**config.mk**
```make
export PLATFORM = sky130hd
export DESIGN_NAME = mem_access_sequencer
export DESIGN_NICKNAME = d
export VERILOG_FILES = /design/src/rtl/mem_access_sequencer.sv
export SDC_FILE = /design/constraint.sdc
export NUM_CORES = 1
export LEC_CHECK = 0
export CORE_MARGIN = 2
export CORE_UTILIZATION = 43
export CTS_BUF_LIST = sky130_fd_sc_hd__clkbuf_4
export CTS_CLUSTER_DIAMETER = 200
export DETAILED_ROUTE_END_ITERATION = 8
export PLACE_DENSITY = 0.82
export SKIP_LAST_GASP = 1
export SYNTH_ARGS = -nofsm -noshare
export SYNTH_HDL_FRONTEND = slang
export SYNTH_SLANG_ARGS = --single-unit
```
**constraint.sdc**
```tcl
create_clock -name clk -period 2.6 [get_ports clk]
set_clock_uncertainty 0.1 [all_clocks]
set_input_delay 0.65 -clock clk [delete_from_list [all_inputs] [get_ports clk]]
set_output_delay 0.65 -clock clk [all_outputs]
set_load 0.005 [all_outputs]
```
**src/rtl/mem_access_sequencer.sv**
```systemverilog
// ---------------------------------------------------------------------------
// mem_access_sequencer
//   Multi-cycle bridge between the MIPS MEM stage and a 16-bit async SRAM.
//   Each 32-bit word access becomes two half-word SRAM phases (LO = bits
//   [15:0], HI = bits [31:16]). Each phase lasts WAIT_CYCLES+1 cycles. The
//   pipeline is frozen from the cycle the request is seen in IDLE until the
//   HI phase ends. A one-cycle DONE state then pulses ready and lets the
//   pipeline advance.
//
//   Optional feature, macro MEMSEQ_LASTWORD_EN:
//     Adds a one-entry last-word buffer. A read that hits a valid entry
//     completes in the request cycle with no SRAM activity and no freeze.
//
// Ports
//   clk          system clock, rising edge
//   rst          asynchronous active-low reset
//   mem_signals  {memRead, memWrite}; 2'b10 read, 2'b01 write, others no-op
//   addr         byte address; word index is addr[ADDR_W:2]
//   wdata        store data
//   rdata        load data, valid with ready after a read
//   ready        one-cycle completion pulse
//   freeze       pipeline stall
//   sram_addr    {word index, half}
//   sram_dq_in   SRAM read data
//   sram_dq_out  SRAM write data
//   sram_dq_oe   drive sram_dq_out onto the bus
//   sram_ce_n    chip enable (active-low)
//   sram_oe_n    output enable (active-low)
//   sram_we_n    write enable (active-low)
// ---------------------------------------------------------------------------
module mem_access_sequencer #(
  parameter int ADDR_W      = 18,
  parameter int WAIT_CYCLES = 2
) (
  input  logic              clk,
  input  logic              rst,
  input  logic [1:0]        mem_signals,
  input  logic [31:0]       addr,
  input  logic [31:0]       wdata,
  output logic [31:0]       rdata,
  output logic              ready,
  output logic              freeze,
  output logic [ADDR_W-1:0] sram_addr,
  input  logic [15:0]       sram_dq_in,
  output logic [15:0]       sram_dq_out,
  output logic              sram_dq_oe,
  output logic              sram_ce_n,
  output logic              sram_oe_n,
  output logic              sram_we_n
);
  localparam int         WORD_W   = ADDR_W - 1;
  localparam logic [3:0] LAST_CNT = 4'(WAIT_CYCLES);

  typedef enum logic [1:0] {S_IDLE, S_LO, S_HI, S_DONE} state_t;

  state_t            state_q, state_d;
  logic [3:0]        cnt_q, cnt_d;
  logic              op_wr_q;
  logic [WORD_W-1:0] word_q;
  logic [31:0]       wdata_q;
  logic [31:0]       rdata_q;

  logic              rd_req, wr_req, hit, start, phase_last;
  logic [31:0]       hit_data;
  logic              unused_addr_bits;

  assign unused_addr_bits = ^{addr[31:ADDR_W+1], addr[1:0]};

  // Requests are gated by rst so that freeze stays low while reset is held.
  assign rd_req     = rst && (mem_signals == 2'b10);
  assign wr_req     = rst && (mem_signals == 2'b01);
  assign start      = (state_q == S_IDLE) && (rd_req || wr_req) && !hit;
  assign phase_last = (cnt_q == LAST_CNT);

`ifdef MEMSEQ_LASTWORD_EN
  logic              buf_vld_q;
  logic [WORD_W-1:0] buf_word_q;
  logic [31:0]       buf_data_q;

  assign hit      = (state_q == S_IDLE) && rd_req && buf_vld_q &&
                    (buf_word_q == addr[ADDR_W:2]);
  assign hit_data = buf_data_q;

  always_ff @(posedge clk or negedge rst) begin
    if (!rst) begin
      buf_vld_q <= 1'b0;
    end else if ((state_q == S_DONE) && !op_wr_q) begin
      buf_vld_q <= 1'b1;
    end
  end

  // Completed reads refill the entry; completed writes keep a matching entry coherent.
  always_ff @(posedge clk) begin
    if (state_q == S_DONE) begin
      if (!op_wr_q) begin
        buf_word_q <= word_q;
        buf_data_q <= rdata_q;
      end else if (buf_vld_q && (buf_word_q == word_q)) begin
        buf_data_q <= wdata_q;
      end
    end
  end
`else
  assign hit      = 1'b0;
  assign hit_data = 32'h0;
`endif

  // State register
  always_ff @(posedge clk or negedge rst) begin
    if (!rst) begin
      state_q <= S_IDLE;
      cnt_q   <= 4'h0;
    end else begin
      state_q <= state_d;
      cnt_q   <= cnt_d;
    end
  end

  // Next-state logic; the wait counter clears on every phase change.
  always_comb begin
    state_d = state_q;
    cnt_d   = 4'h0;
    case (state_q)
      S_IDLE: if (start) state_d = S_LO;
      S_LO: begin
        if (phase_last) state_d = S_HI;
        else            cnt_d   = cnt_q + 4'h1;
      end
      S_HI: begin
        if (phase_last) state_d = S_DONE;
        else            cnt_d   = cnt_q + 4'h1;
      end
      S_DONE:  state_d = S_IDLE;
      default: state_d = S_IDLE;
    endcase
  end

  // Request capture and read-data assembly
  always_ff @(posedge clk or negedge rst) begin
    if (!rst) begin
      op_wr_q <= 1'b0;
      word_q  <= '0;
      rdata_q <= 32'h0;
    end else begin
      if (start) begin
        op_wr_q <= wr_req;
        word_q  <= addr[ADDR_W:2];
      end
      if (hit) rdata_q <= hit_data;
      if (!op_wr_q && phase_last) begin
        if (state_q == S_LO) rdata_q[15:0]  <= sram_dq_in;
        if (state_q == S_HI) rdata_q[31:16] <= sram_dq_in;
      end
    end
  end

  // Store data only reaches the bus through the gated output mux below.
  always_ff @(posedge clk) begin
    if (start) wdata_q <= wdata;
  end

  // Output logic
  always_comb begin
    freeze      = start;
    ready       = hit;
    rdata       = hit ? hit_data : rdata_q;
    sram_addr   = {word_q, (state_q == S_HI)};
    sram_dq_out = 16'h0;
    sram_dq_oe  = 1'b0;
    sram_ce_n   = 1'b1;
    sram_oe_n   = 1'b1;
    sram_we_n   = 1'b1;
    case (state_q)
      S_LO, S_HI: begin
        freeze    = 1'b1;
        sram_ce_n = 1'b0;
        if (op_wr_q) begin
          sram_dq_oe  = 1'b1;
          sram_dq_out = (state_q == S_HI) ? wdata_q[31:16] : wdata_q[15:0];
          // Last cycle of a write phase releases we_n to give data hold time.
          sram_we_n   = phase_last;
        end else begin
          sram_oe_n = 1'b0;
        end
      end
      S_DONE:  ready = 1'b1;
      default: ;
    endcase
  end

endmodule

```
==> run_results.csv <==
group,metric,value,unit
cts,clkSlewWorstSetupHoldPaths,0.14,ns
die,die_h,94.1,um
logic_synthesis,synth_area,0.00349,mm^2
global_route,grt_busiest_layer,"met2",
die,rows,32,
global_route,grt_max_degree,60,
worst_setup_path,crit_family,"buffers and inverters",
outcome,violations,"setup timing",
finish,areaGrowthSynthToFinish,51.5,%
drt,drt-initial-drc-count,67,
worst_setup_path,cpMostUsedCell,"buf_12",
global_route,grt_pass1_vias,2571,
logic_synthesis,yosys-top-cells-area,"dfrtp_1 40%, edfxtp_1 28%, mux2_2 16%, mux2i_1 4.6%, nor2_1 2.3%",
cts,cts_tree,"done",
drt,drc,0,
power,power_density,1100,mW/mm^2
worst_setup_path,cp_data_arrival_time,1.87,ns
worst_setup_path,worst_r2r_endpoint,"word_q[5]",
cts,cts_buffers,9,
timing,fin_tns_setup,-0.0361,ns
global_route,met1_usage,0.216,
placement,place_ws,-0.293,ns
global_route,use_met2,0.363,
global_route,use_met3,0.0377,
logic_synthesis,synth_ff_type,"dfrtp_1",
die,die_w,94.1,um
worst_setup_path,cp_cell_sequence,"buf_6, ha_4, buf_12, buf_12, buf_4, mux2i_1, nor2_1, buf_2",
worst_setup_path,cpPeakStageDelay,0.44,ns
drt,wirelength,8660,um
timing,final.min_clock_period,2.62,ns
worst_setup_path,worstPathRequired,1.85,ns
logic_synthesis,synth-async-reset-ratio,0.636,
cts,cts-root-buf,"clkbuf_4",
run,cap_violations,0,
placement,hpwl,5910,um
finish,antenna_cells,0,
timing,setup_slack,-0.0186,ns
timing,setup_viol,2,
die,io_pins,156,
placement,gp_congestion,0.745,
timing,rsz0062_at_grt,"true",
die,core,0.00781,mm^2
finish,nNetsFinal,475,
worst_setup_path,crit_path_end_kind,"primary output",
global_route,grt_antenna_before_repair,0,
cts,clk_latency,0.43,ns
logic_synthesis,synth_seq_cells,88,
finish,drive_above_1_share,0.303,
drt,first_pass_iters,4,
timing,maxSlewHeadroom,0.501,
power,p_leak,2.17,nW
worst_setup_path,worst-path-max-fanout,7,
logic_synthesis,synth_cell_types,31,
drt,wl_per_cell,17.6,um
worst_setup_path,reg2regPathDepth,6,
worst_setup_path,slowest_stage,"dfrtp_1",
die,die-area,0.00886,mm^2
placement,port_buffers,140,
logic_synthesis,synth_nets,310,
drt,viasPerCell,4.88,
logic_synthesis,syn_inst,220,
worst_setup_path,reg2reg_setup_slack,0.50,ns
worst_setup_path,critical_path_class,"reg2out",
cts,clkSinkCount,88,
global_route,grtUsageTotal,0.198,
timing,max_freq,382,MHz
drt,drtAntennaViolNets,0,
cts,htreeDepth,3,
die,start_util,0.447,
worst_setup_path,reg2reg_from,"state_q[0]",
global_route,grt_pass1_wl,13000,um
outcome,outcome,"complete, but fails checks",
worst_setup_path,path_buf_inv,5,
drt,vias,2400,
logic_synthesis,syn_area_per_cell,15.9,um^2
logic_synthesis,yosys.area.top_type_share,0.401,
cts,clockBufferDepth,2,
worst_hold_path,hold_path.class,"in2async",
logic_synthesis,yosysTopAreaCell,"dfrtp_1",
logic_synthesis,synth_commonest_cells,"56 x dfrtp_1, 49 x mux2_2, 32 x edfxtp_1",
timing,hold_viol_final,0,
logic_synthesis,synth_edf_count,32,
finish,fillers,584,
logic_synthesis,ys_seq_area_frac,0.676,
worst_setup_path,cp-start-kind,"flip-flop",
timing,drv_slew,0,
timing,worstMarginPinSlew,0.749,ns
timing,period_share,1.01,
logic_synthesis,synth_warnings,0,
logic_synthesis,synth.most_common_cell,"dfrtp_1",
power,ir_worst_vdd,0.486,mV
global_route,grt-ovfl-total,0,
-- per-layer routing --
layer  vias up  part of all wire
li1       1116                 -
met1      1202              0.37
met2        68              0.56
met3        14             0.044
met4         0             0.024
met5         -                 0
-- per-stage QoR --
stage | cells | utilization | power (mW) | hold WS [ns] | area, um^2
floorplan | 220 | - | 3.17 | 0.254 | 3490
global placement | 462 | 0.645 | 4.79 | 0.375 | 5040
detailed placement | 462 | 0.645 | 4.90 | 0.378 | 5040
CTS | 486 | 0.674 | 5.73 | 0.307 | 5260
global route | 492 | 0.678 | 6.17 | 0.342 | 5290
finish | 492 | 0.678 | 5.82 | 0.285 | 5290
-- power breakdown --
group | switching (mW) | internal [mW]
sequential | 0.248 | 1.92
combinational | 1.10 | 1.78
clock | 0.471 | 0.296
total | 1.82 | 4.00
-- layout make-up --
class	count	area [um^2]	area share
sequential	88	2360	0.446
timing repair buffer	161	1530	0.289
multi-input combinational	120	1120	0.211
clock inverter	7	70.1	0.0132
tap	102	128	0.0241
clock buffer	9	67.6	0.0128
inverter	5	18.8	0.00355
-- placed cells by master (no fill, tap or decap), drive strengths merged, types with 2 or more instances in the layout --
| master | count |
|---|---|
| clkdlybuf4s50 | 115 |
| dfrtp | 56 |
| mux2 | 49 |
| edfxtp | 32 |
| buf | 26 |
| nor2 | 21 |
| clkbuf | 20 |
| mux2i | 16 |
| inv | 7 |
| nand2 | 6 |
| ha | 6 |
| dlygate4sd2 | 5 |
| clkinv | 4 |
| o21ai | 3 |
| dlymetal6s2s | 3 |
| nand3 | 2 |
| a211oi | 2 |
| xor2 | 2 |
-- worst max-delay path by stage --
| stage | start | end | slack (ns) | cells past startpoint |
|---|---|---|---|---|
| CTS | state_q[1] | sram_dq_out[4] | -0.08 | 7 |
| detailed placement | mem_signals[1] | freeze | -0.29 | 5 |
| finish | state_q[1] | sram_dq_out[6] | -0.02 | 8 |
| global route | state_q[1] | sram_dq_out[12] | -0.13 | 7 |
| global placement | mem_signals[1] | freeze | -0.25 | 5 |
| floorplan | mem_signals[1] | freeze | 0.17 | 5 |
-- state kept, by name, indices dropped and copies added, names as in the netlist --
| name | flops |
|---|---|
| rdata | 32 |
| wdata_q | 32 |
| word_q | 17 |
| cnt_q | 4 |
| state_q | 2 |
| op_wr_q | 1 |
-- what timing repair did --
action                     CTS  global route
setup buffers                8             5
gates resized for setup     28            47
pin swaps                    1             0
setup endpoints to repair   22            19
hold buffers                 0             0
gates cloned                 0             1
-- cell families after synthesis --
logic type	Yosys count	synth area share
adders and majority gates	6	0.0215
and+or+nand+nor	37	0.0534
DFF	88	0.676
buffers and inverters	12	0.0208
xor gates and xnor gates	3	0.00752
muxes	65	0.204
AOI/OAI and AO/OA	9	0.0168
(Power assumes the default switching activity.)
